`src/rtl/mem_arb_pkg.sv`:
```
// Shared types and line-geometry constants for the cache-line memory arbiter.
package mem_arb_pkg;

  // Width of the byte offset inside one line of the given word count.
  function automatic int lineOffWidth(input int words);
    return $clog2(words * 4);
  endfunction

  localparam int WORDS_PER_LINE_DEF = 8;
  localparam int LINE_BYTES         = WORDS_PER_LINE_DEF * 4;
  localparam int WORD_IDX_W         = $clog2(WORDS_PER_LINE_DEF);
  localparam int LINE_OFF_W         = lineOffWidth(WORDS_PER_LINE_DEF);

  typedef enum logic [1:0] {
    ST_IDLE  = 2'd0,
    ST_READ  = 2'd1,
    ST_DRAIN = 2'd2,
    ST_WRITE = 2'd3
  } arbState_e;

endpackage

```
`src/rtl/mem_line_arbiter_rr_arb2.sv`:
```
// Two-way round-robin arbiter. The registered pointer names the requester that
// wins a tie; it moves to the other requester whenever a grant is accepted.
module rr_arb2 (
  input  logic       clk_i,
  input  logic       rst_i,
  input  logic [1:0] req_i,
  input  logic       accept_i,
  output logic [1:0] gnt_o
);

  logic prio_q, prio_d;

  // Grant selection: a lone requester always wins, a tie goes to the pointer.
  always_comb begin
    gnt_o  = 2'b00;
    prio_d = prio_q;
    if (req_i == 2'b11) begin
      gnt_o = prio_q ? 2'b10 : 2'b01;
    end else if (req_i[0]) begin
      gnt_o = 2'b01;
    end else if (req_i[1]) begin
      gnt_o = 2'b10;
    end
    if (accept_i && (gnt_o != 2'b00)) begin
      prio_d = gnt_o[0];
    end
  end

  // Pointer register; reset hands the first tie to requester 0.
  always_ff @(posedge clk_i or posedge rst_i) begin
    if (rst_i) begin
      prio_q <= 1'b0;
    end else begin
      prio_q <= prio_d;
    end
  end

endmodule

```
`src/rtl/mem_line_arbiter.sv`:
```
// Arbitrates whole-line fill and writeback bursts from the I-cache (0) and
// D-cache (1) onto a single memory data port with one-cycle read latency.
module mem_line_arbiter
  import mem_arb_pkg::*;
#(
  parameter  int WORDS_PER_LINE = WORDS_PER_LINE_DEF,
  parameter  int ADDR_W         = 32,
  localparam int IDX_W          = $clog2(WORDS_PER_LINE),
  localparam int OFF_W          = lineOffWidth(WORDS_PER_LINE)
) (
  input  logic              CLK,
  input  logic              RST,
  input  logic [1:0]        REQ,
  input  logic [1:0]        WE,
  input  logic [ADDR_W-1:0] LINE_ADDR0,
  input  logic [ADDR_W-1:0] LINE_ADDR1,
  input  logic [31:0]       WDATA0,
  input  logic [31:0]       WDATA1,
  output logic [1:0]        GNT,
  output logic [IDX_W-1:0]  WIDX,
  output logic [1:0]        RVALID,
  output logic [IDX_W-1:0]  RIDX,
  output logic [31:0]       RDATA,
  output logic [1:0]        DONE,
  output logic              BUSY,
  output logic [ADDR_W-1:0] MEM_ADDR,
  output logic              MEM_READ,
  output logic              MEM_WRITE,
  output logic [31:0]       MEM_DIN,
  input  logic [31:0]       MEM_DOUT
);

  localparam logic [IDX_W-1:0]  LAST_IDX  = IDX_W'(WORDS_PER_LINE - 1);
  localparam logic [ADDR_W-1:0] LINE_MASK = {{(ADDR_W-OFF_W){1'b1}}, {OFF_W{1'b0}}};

  arbState_e         state_q, state_d;
  logic [1:0]        gnt_q, gnt_d;
  logic [ADDR_W-1:0] lineBase_q, lineBase_d;
  logic [IDX_W-1:0]  wordIdx_q, wordIdx_d;
  logic [IDX_W-1:0]  rdIdx_q, rdIdx_d;
  logic              rdValid_q, rdValid_d;

  logic [1:0]        arbGnt;
  logic              arbAccept;
  logic              memRead;
  logic              memWrite;
  logic [1:0]        doneNow;
  logic [ADDR_W-1:0] winnerAddr;
  logic              winnerWe;
  logic [ADDR_W-1:0] wordOffset;

  rr_arb2 u_rr_arb2 (
    .clk_i    (CLK),
    .rst_i    (RST),
    .req_i    (REQ),
    .accept_i (arbAccept),
    .gnt_o    (arbGnt)
  );

  // Pick the winner's address and direction; only used when leaving IDLE.
  always_comb begin
    winnerAddr = arbGnt[1] ? LINE_ADDR1 : LINE_ADDR0;
    winnerWe   = arbGnt[1] ? WE[1] : WE[0];
    wordOffset = {{(ADDR_W-OFF_W){1'b0}}, wordIdx_q, 2'b00};
  end

  // Burst sequencing: IDLE accepts a request, READ/WRITE walk the line word by
  // word, DRAIN catches the last read word. Every burst returns through IDLE.
  always_comb begin
    state_d    = state_q;
    gnt_d      = gnt_q;
    lineBase_d = lineBase_q;
    wordIdx_d  = wordIdx_q;
    rdIdx_d    = rdIdx_q;
    rdValid_d  = 1'b0;
    arbAccept  = 1'b0;
    memRead    = 1'b0;
    memWrite   = 1'b0;
    doneNow    = 2'b00;
    case (state_q)
      ST_IDLE: begin
        if (REQ != 2'b00) begin
          arbAccept  = 1'b1;
          gnt_d      = arbGnt;
          lineBase_d = winnerAddr & LINE_MASK;
          wordIdx_d  = '0;
          state_d    = winnerWe ? ST_WRITE : ST_READ;
        end
      end
      ST_READ: begin
        memRead   = 1'b1;
        rdValid_d = 1'b1;
        rdIdx_d   = wordIdx_q;
        if (wordIdx_q == LAST_IDX) begin
          wordIdx_d = '0;
          state_d   = ST_DRAIN;
        end else begin
          wordIdx_d = wordIdx_q + IDX_W'(1);
        end
      end
      ST_DRAIN: begin
        doneNow = gnt_q;
        gnt_d   = 2'b00;
        state_d = ST_IDLE;
      end
      ST_WRITE: begin
        memWrite = 1'b1;
        if (wordIdx_q == LAST_IDX) begin
          doneNow   = gnt_q;
          gnt_d     = 2'b00;
          wordIdx_d = '0;
          state_d   = ST_IDLE;
        end else begin
          wordIdx_d = wordIdx_q + IDX_W'(1);
        end
      end
      default: begin
        gnt_d     = 2'b00;
        wordIdx_d = '0;
        state_d   = ST_IDLE;
      end
    endcase
  end

  // State and burst bookkeeping registers; reset abandons any burst in flight.
  always_ff @(posedge CLK or posedge RST) begin
    if (RST) begin
      state_q    <= ST_IDLE;
      gnt_q      <= 2'b00;
      lineBase_q <= '0;
      wordIdx_q  <= '0;
      rdIdx_q    <= '0;
      rdValid_q  <= 1'b0;
    end else begin
      state_q    <= state_d;
      gnt_q      <= gnt_d;
      lineBase_q <= lineBase_d;
      wordIdx_q  <= wordIdx_d;
      rdIdx_q    <= rdIdx_d;
      rdValid_q  <= rdValid_d;
    end
  end

  // Outputs are gated so that everything reads zero outside an active transfer.
  always_comb begin
    GNT       = gnt_q;
    WIDX      = wordIdx_q;
    RVALID    = rdValid_q ? gnt_q : 2'b00;
    RIDX      = rdValid_q ? rdIdx_q : '0;
    RDATA     = rdValid_q ? MEM_DOUT : 32'h0;
    DONE      = doneNow;
    BUSY      = (state_q != ST_IDLE);
    MEM_READ  = memRead;
    MEM_WRITE = memWrite;
    MEM_ADDR  = (memRead || memWrite) ? (lineBase_q | wordOffset) : '0;
    MEM_DIN   = memWrite ? (gnt_q[1] ? WDATA1 : WDATA0) : 32'h0;
  end

endmodule

```
`config.mk`:
```
export PLATFORM = sky130hd
export DESIGN_NAME = mem_line_arbiter
export DESIGN_NICKNAME = d
export VERILOG_FILES = /design/src/rtl/mem_arb_pkg.sv /design/src/rtl/mem_line_arbiter_rr_arb2.sv /design/src/rtl/mem_line_arbiter.sv
export SDC_FILE = /design/constraint.sdc
export NUM_CORES = 1
export LEC_CHECK = 0
export ABC_AREA = 1
export CAP_MARGIN = 20
export CORE_AREA = 2 2 106 108
export CTS_BUF_LIST = sky130_fd_sc_hd__clkbuf_16
export DETAILED_ROUTE_END_ITERATION = 7
export DIE_AREA = 0 0 108 110
export PLACE_DENSITY = 0.83
export SETUP_SLACK_MARGIN = 0.2
export SLEW_MARGIN = 20
export SYNTH_ARGS = -nofsm -noshare
export SYNTH_HDL_FRONTEND = slang
export SYNTH_HIERARCHICAL = 1
export SYNTH_SLANG_ARGS = --single-unit
```
`constraint.sdc`:
```
create_clock -name CLK -period 1.7 [get_ports CLK]
set_input_delay 0.255 -clock CLK [delete_from_list [all_inputs] [get_ports CLK]]
set_output_delay 0.255 -clock CLK [all_outputs]
set_load 0.02 [all_outputs]
```
# After elaboration in Yosys (flattened, before gate mapping)
# Cells that the tools add are included.
[op_classes] n_addsub=1 n_eq_ne=8 n_mux=28 n_bitwise=1 reduce_logical=13
[ops] op="$mux W32" count=5
[ops] op="$or A32 B5 Y32" count=1
[ops] op="$mux W2" count=11
[ops] op="$mux W3" count=3
[ops] op="$pmux W2 S4" count=1
[ops] op="$reduce_bool A2 Y1" count=4
[ops] op="$eq A2 B2 Y1 const B" count=3
[ops] op="$ne A2 B2 Y1 const B" count=3
[ops] op="$pmux W2 S3" count=1
[ops] op="$pmux W3 S2" count=1
[ops] op="$reduce_and A3 Y1" count=2
[ops] op="$mux W1" count=5
[ops] op="$pmux W2 S2" count=1
[ops] op="$reduce_and A2 Y1" count=2
[ops] op="$add A3 B1 Y3 const B" count=1
[ops] op="$eq A3 B3 Y1 const B" count=1
[ops] op="$reduce_bool A3 Y1" count=1
[ops] op="$eq A2 B1 Y1 const B" count=1
[ops] op="$logic_not A2 Y1" count=1
[ops] op="$reduce_or A2 Y1" count=1
[ops] op="$logic_and A1 B1 Y1" count=1
[ops] op="$logic_or A1 B1 Y1" count=1
[word_totals] register_bits=39

# Depth between registers and ports, before layout
[logic_depth] depth_word=7 depth_mapped=8 depth_no_buf=7

# Hierarchy
# The synthesis kept the hierarchy.
[by_module_without_submodules] mod="mem_line_arbiter" instances=1 cells_each=519 area_each_um2=2907.8 seq_area_each_um2=950.9
[by_module_without_submodules] mod="rr_arb2" instances=1 cells_each=9 area_each_um2=63.8 seq_area_each_um2=25.0

# Worst setup path after synthesis
# Ideal clock, no wire load.
[synth_path] path_type="reg2out" startpoint="reg wordIdx_q[1] (netlist: WIDX[1])" endpoint="out DONE[0]" t_arrival_ps=1334 required_time_ps=1445 setup_slack_ps=111 path_stages_with_launch=7 n_path_buf=0 cell_sequence="dfrtp_1 ha_1 ha_1 inv_1 nand2_1 nand2_1 nor2_1"
[synth_between] elab_chain_len=3
[synth_lines] item="start: declaration" line="mem_line_arbiter.sv:39" text="logic [IDX_W-1:0] wordIdx_q, wordIdx_d;"
[synth_lines] item="start signal: assignment" line="mem_line_arbiter.sv:138" text="wordIdx_q <= wordIdx_d;"
[synth_lines] item="$eq A3 B3 Y1" line="mem_line_arbiter.sv:108" text="if (wordIdx_q == LAST_IDX) begin"
[synth_lines] item="$mux W2" line="mem_line_arbiter.sv:108"
[synth_lines] item="$pmux W2 S2" line="mem_line_arbiter.sv:80" text="case (state_q)"
[synth_lines] item="end: declaration" line="mem_line_arbiter.sv:24" text="output logic [1:0] DONE,"
# No other way between the ends.

# Worst setup path after layout
[layout_path] startpoint="reg gnt_q[1] (netlist: GNT[1])" endpoint="out MEM_DIN[24]"
[layout_between] elab_chain_len=2
[layout_lines] item="start: declaration" line="mem_line_arbiter.sv:37" text="logic [1:0] gnt_q, gnt_d;"
[layout_lines] item="start signal: assignment" line="mem_line_arbiter.sv:136" text="gnt_q <= gnt_d;"
[layout_lines] item="$mux W32 (2 in series)" line="mem_line_arbiter.sv:156" text="MEM_DIN = memWrite ? (gnt_q[1] ? WDATA1 : WDATA0) : 32'h0;"
[layout_lines] item="end: declaration" line="mem_line_arbiter.sv:29" text="output logic [31:0] MEM_DIN,"
# No other way between the ends.

==> metrics <==
DR vias=4,494; Pwr per Cell Area=roughly 1600 nW/µm²; sequential share of power=between 15 and 20%; Final min period=about 1.7 ns; DRT Pass-1 Iters=4; Crit path largest cell delay=around 0.42 ns; Seq/Total Area, Yosys=32.84%; worst clock skew=0.007499 ns; clk sink count=39; critical-path cell list=buf_4 -> buf_6 -> nand2_1 -> a21oi_2 -> buf_6; area leader, netlist=nand2_1; largest net degree at the start of global routing=30; R2R Path Start=state_q[0]$_DFFE_PP0P_; Crit path max-delay family=buffers and inverters; Congestion Overflow GR=0; DIE HEIGHT=between 100 and 150 µm; NetSw=about 5.8 mW; fill cell count=approximately 750; num ports=approximately 280; crit-path most repeated cell=buf_6; r2r endpoint=u_rr_arb2/prio_q$_DFFE_PP0P_; Sw Ratio=a little under half; # diodes=0; drc violations=0; post-DP HPWL=approximately 10 mm; wire per inst=around 17 µm; Starting DRT DRC Count=approximately 250; Critical Path AT=between 1 and 1.5 ns; slowest CP cell=dfrtp_2; row count=38; WS Path Type=flop to output pin; fin. max-slew vios=0; Synth top area share=between 40% and 50%; clock root buffer=clkbuf_16; Buf/Inv on CP=3; Pint=6.485 mW; Synth async-reset ratio=100.0%; Req. time, crit path=approximately 1.4 ns; die footprint=11,880 µm²; Max Freq=about 0.60 GHz; CTS tree=done; final worst path period share=a little over nine tenths; Seq cells post-synth=39; Max Cap Violations=0; R2R Setup Slk=0.08 ns; ANT nets after route=0; Post-Route WL=between 15 and 20 mm; Hold Vio Cnt, Final=0; layout cells sized above 1=48.63%; Leakage=between 4 and 5 nW; Unique masters post-synth=19; type of origin of the critical path=flop; Synth area leaders=nand2_1 41%, dfrtp_1 33%, inv_1 10%; Num CTS Buffers=5; Syn-to-layout area delta=160.6%; Starting Density=between 20 and 30%; Placed Cells=between 900 and 1k; Worst-path clk slew=approximately 0.050 ns; H-tree depth=2; Reg2Reg Depth=10; routability cong.=a little under 0.9; vias in the first global route=around 3.9k; Clock power frac=7.2%; Avg Cell Area, Syn=between 5 and 6 µm²; Max VDD drop=between 0.7 and 0.8 mV; power share of the combinational group=77.3%; RSZ-0062 raised after global routing=yes; CP Capture Type=output pin; antenna violations before repair=1; Syn Std Cell Area=between 2000 and 3000 µm²; number of synthesized flops with an enable pin=0; Crit Path Max Fanout=8; Mapped Cells=between 500 and 600; Worst path depth=5; PortBufs=between 200 and 300; top-count cell post-synth=nand2_1; Skew-Pair Late Insertion Delay=between 0.2 and 0.3 ns; Hold Path Class=primary input to async pin; Core Region=about 11,000 µm²; final setup fails=0; hold_buf cts=0; setup TNS=0 ns; Avg Vias per Cell=around 4.6; Syn. warnings=6; Total GRT Usage=a little over a fifth; hold slack=roughly 0.18 ns; worst-case clock buffer depth=2; Die Wd=108 µm; Commonest cells post-synth=323 x nand2_1, 80 x inv_1, 39 x dfrtp_1, 32 x a21oi_1, 20 x buf_2; first-pass GRT wire length=slightly below 20 mm; Nets=around 1k; Finished Layout Cells=slightly below 1k; run status=finished, final reports clean; ys flop type=dfrtp_1
-- cell type report --
type | instances | area, µm² | share of cell area [%]
clock inverter | 3 | 12.51 | 0.1616
sequential | 39 | 982.2 | 12.68
tap | 140 | 175.2 | 2.262
timing repair buffer | 335 | 3645 | 47.06
multi-input combinational | 376 | 2471 | 31.91
clock buffer | 5 | 125.1 | 1.616
inverter | 83 | 334.1 | 4.313
-- worst max path at each step --
stage,start,to,slack (ns)
global placement,WIDX[0]$_DFFE_PP0P_,DONE[0],-0.22
global route,GNT[1]$_DFFE_PP0P_,MEM_DIN[7],-0.001
CTS,GNT[1]$_DFFE_PP0P_,MEM_DIN[0],0.006
floorplan,GNT[1]$_DFFE_PP0P_,MEM_DIN[10],0.20
detailed placement,WIDX[0]$_DFFE_PP0P_,DONE[0],-0.23
finish,GNT[1]$_DFFE_PP0P_,MEM_DIN[24],0.05
-- layer usage --
metal	wire [µm]	GRT usage (%)
met1	5501	22.77
met2	8760	38.90
met3	1371	5.467
met4	750	7.692
met5	16	0
-- layout by cell type (no fill, tap or decap), types with 5 or more instances in the layout --
cell               n
nand2_4           82
buf_4             43
buf_8              5
inv_2             48
dlygate4sd2_1      5
dfrtp_2            5
buf_6             78
clkbuf_16         19
nand3_2            5
buf_12            12
a21oi_4            7
inv_1             32
dfrtp_1           34
nand2_2           47
buf_2             20
nand3_1            5
clkdlybuf4s50_1  155
nand2_1          194
a21oi_2           23
-- what timing repair did --
item,4_1_cts,5_1_grt
pin swaps,3,55
setup buffers,8,12
cloned,4,16
setup endpoints to repair,109,137
resized for setup,445,454
-- power by group through the flow --
stage               registers [mW]  clock network, mW  logic [mW]
floorplan                     1.65                  0        3.27
finish                        1.90              0.880        9.49
global route                  1.95              0.946        10.0
global placement              1.60                  0        6.30
CTS                           1.65              0.906        6.37
detailed placement            1.63                  0        6.36
-- through the flow --
stage | util (%) | setup slack (ns) | power (mW) | instance area (µm²)
after global placement | 56.01 | -0.2245 | 7.904 | 5992
after CTS | 57.27 | 0.005968 | 8.932 | 6127
after floorplan | - | 0.2047 | 4.918 | 3054
final | 72.40 | 0.04666 | 12.27 | 7745
after global routing | 72.40 | -0.001007 | 12.94 | 7745
after detailed placement | 56.01 | -0.2338 | 7.987 | 5992
-- state kept, by name (all words and copies together) (netlist names) --
signal and flops:
state_q 2, rdValid_q 1, lineBase_q 27, WIDX 3
GNT 2, rdIdx_q 3, u_rr_arb2/prio_q 1
-- cells by family after synthesis --
group	synth area share, %
buf+inv	16.80
compound gates	6.063
simple gates	43.33
fa+ha+maj	0.8420
flops	32.84
other cells	0.1262
(Power assumes the default switching activity.)
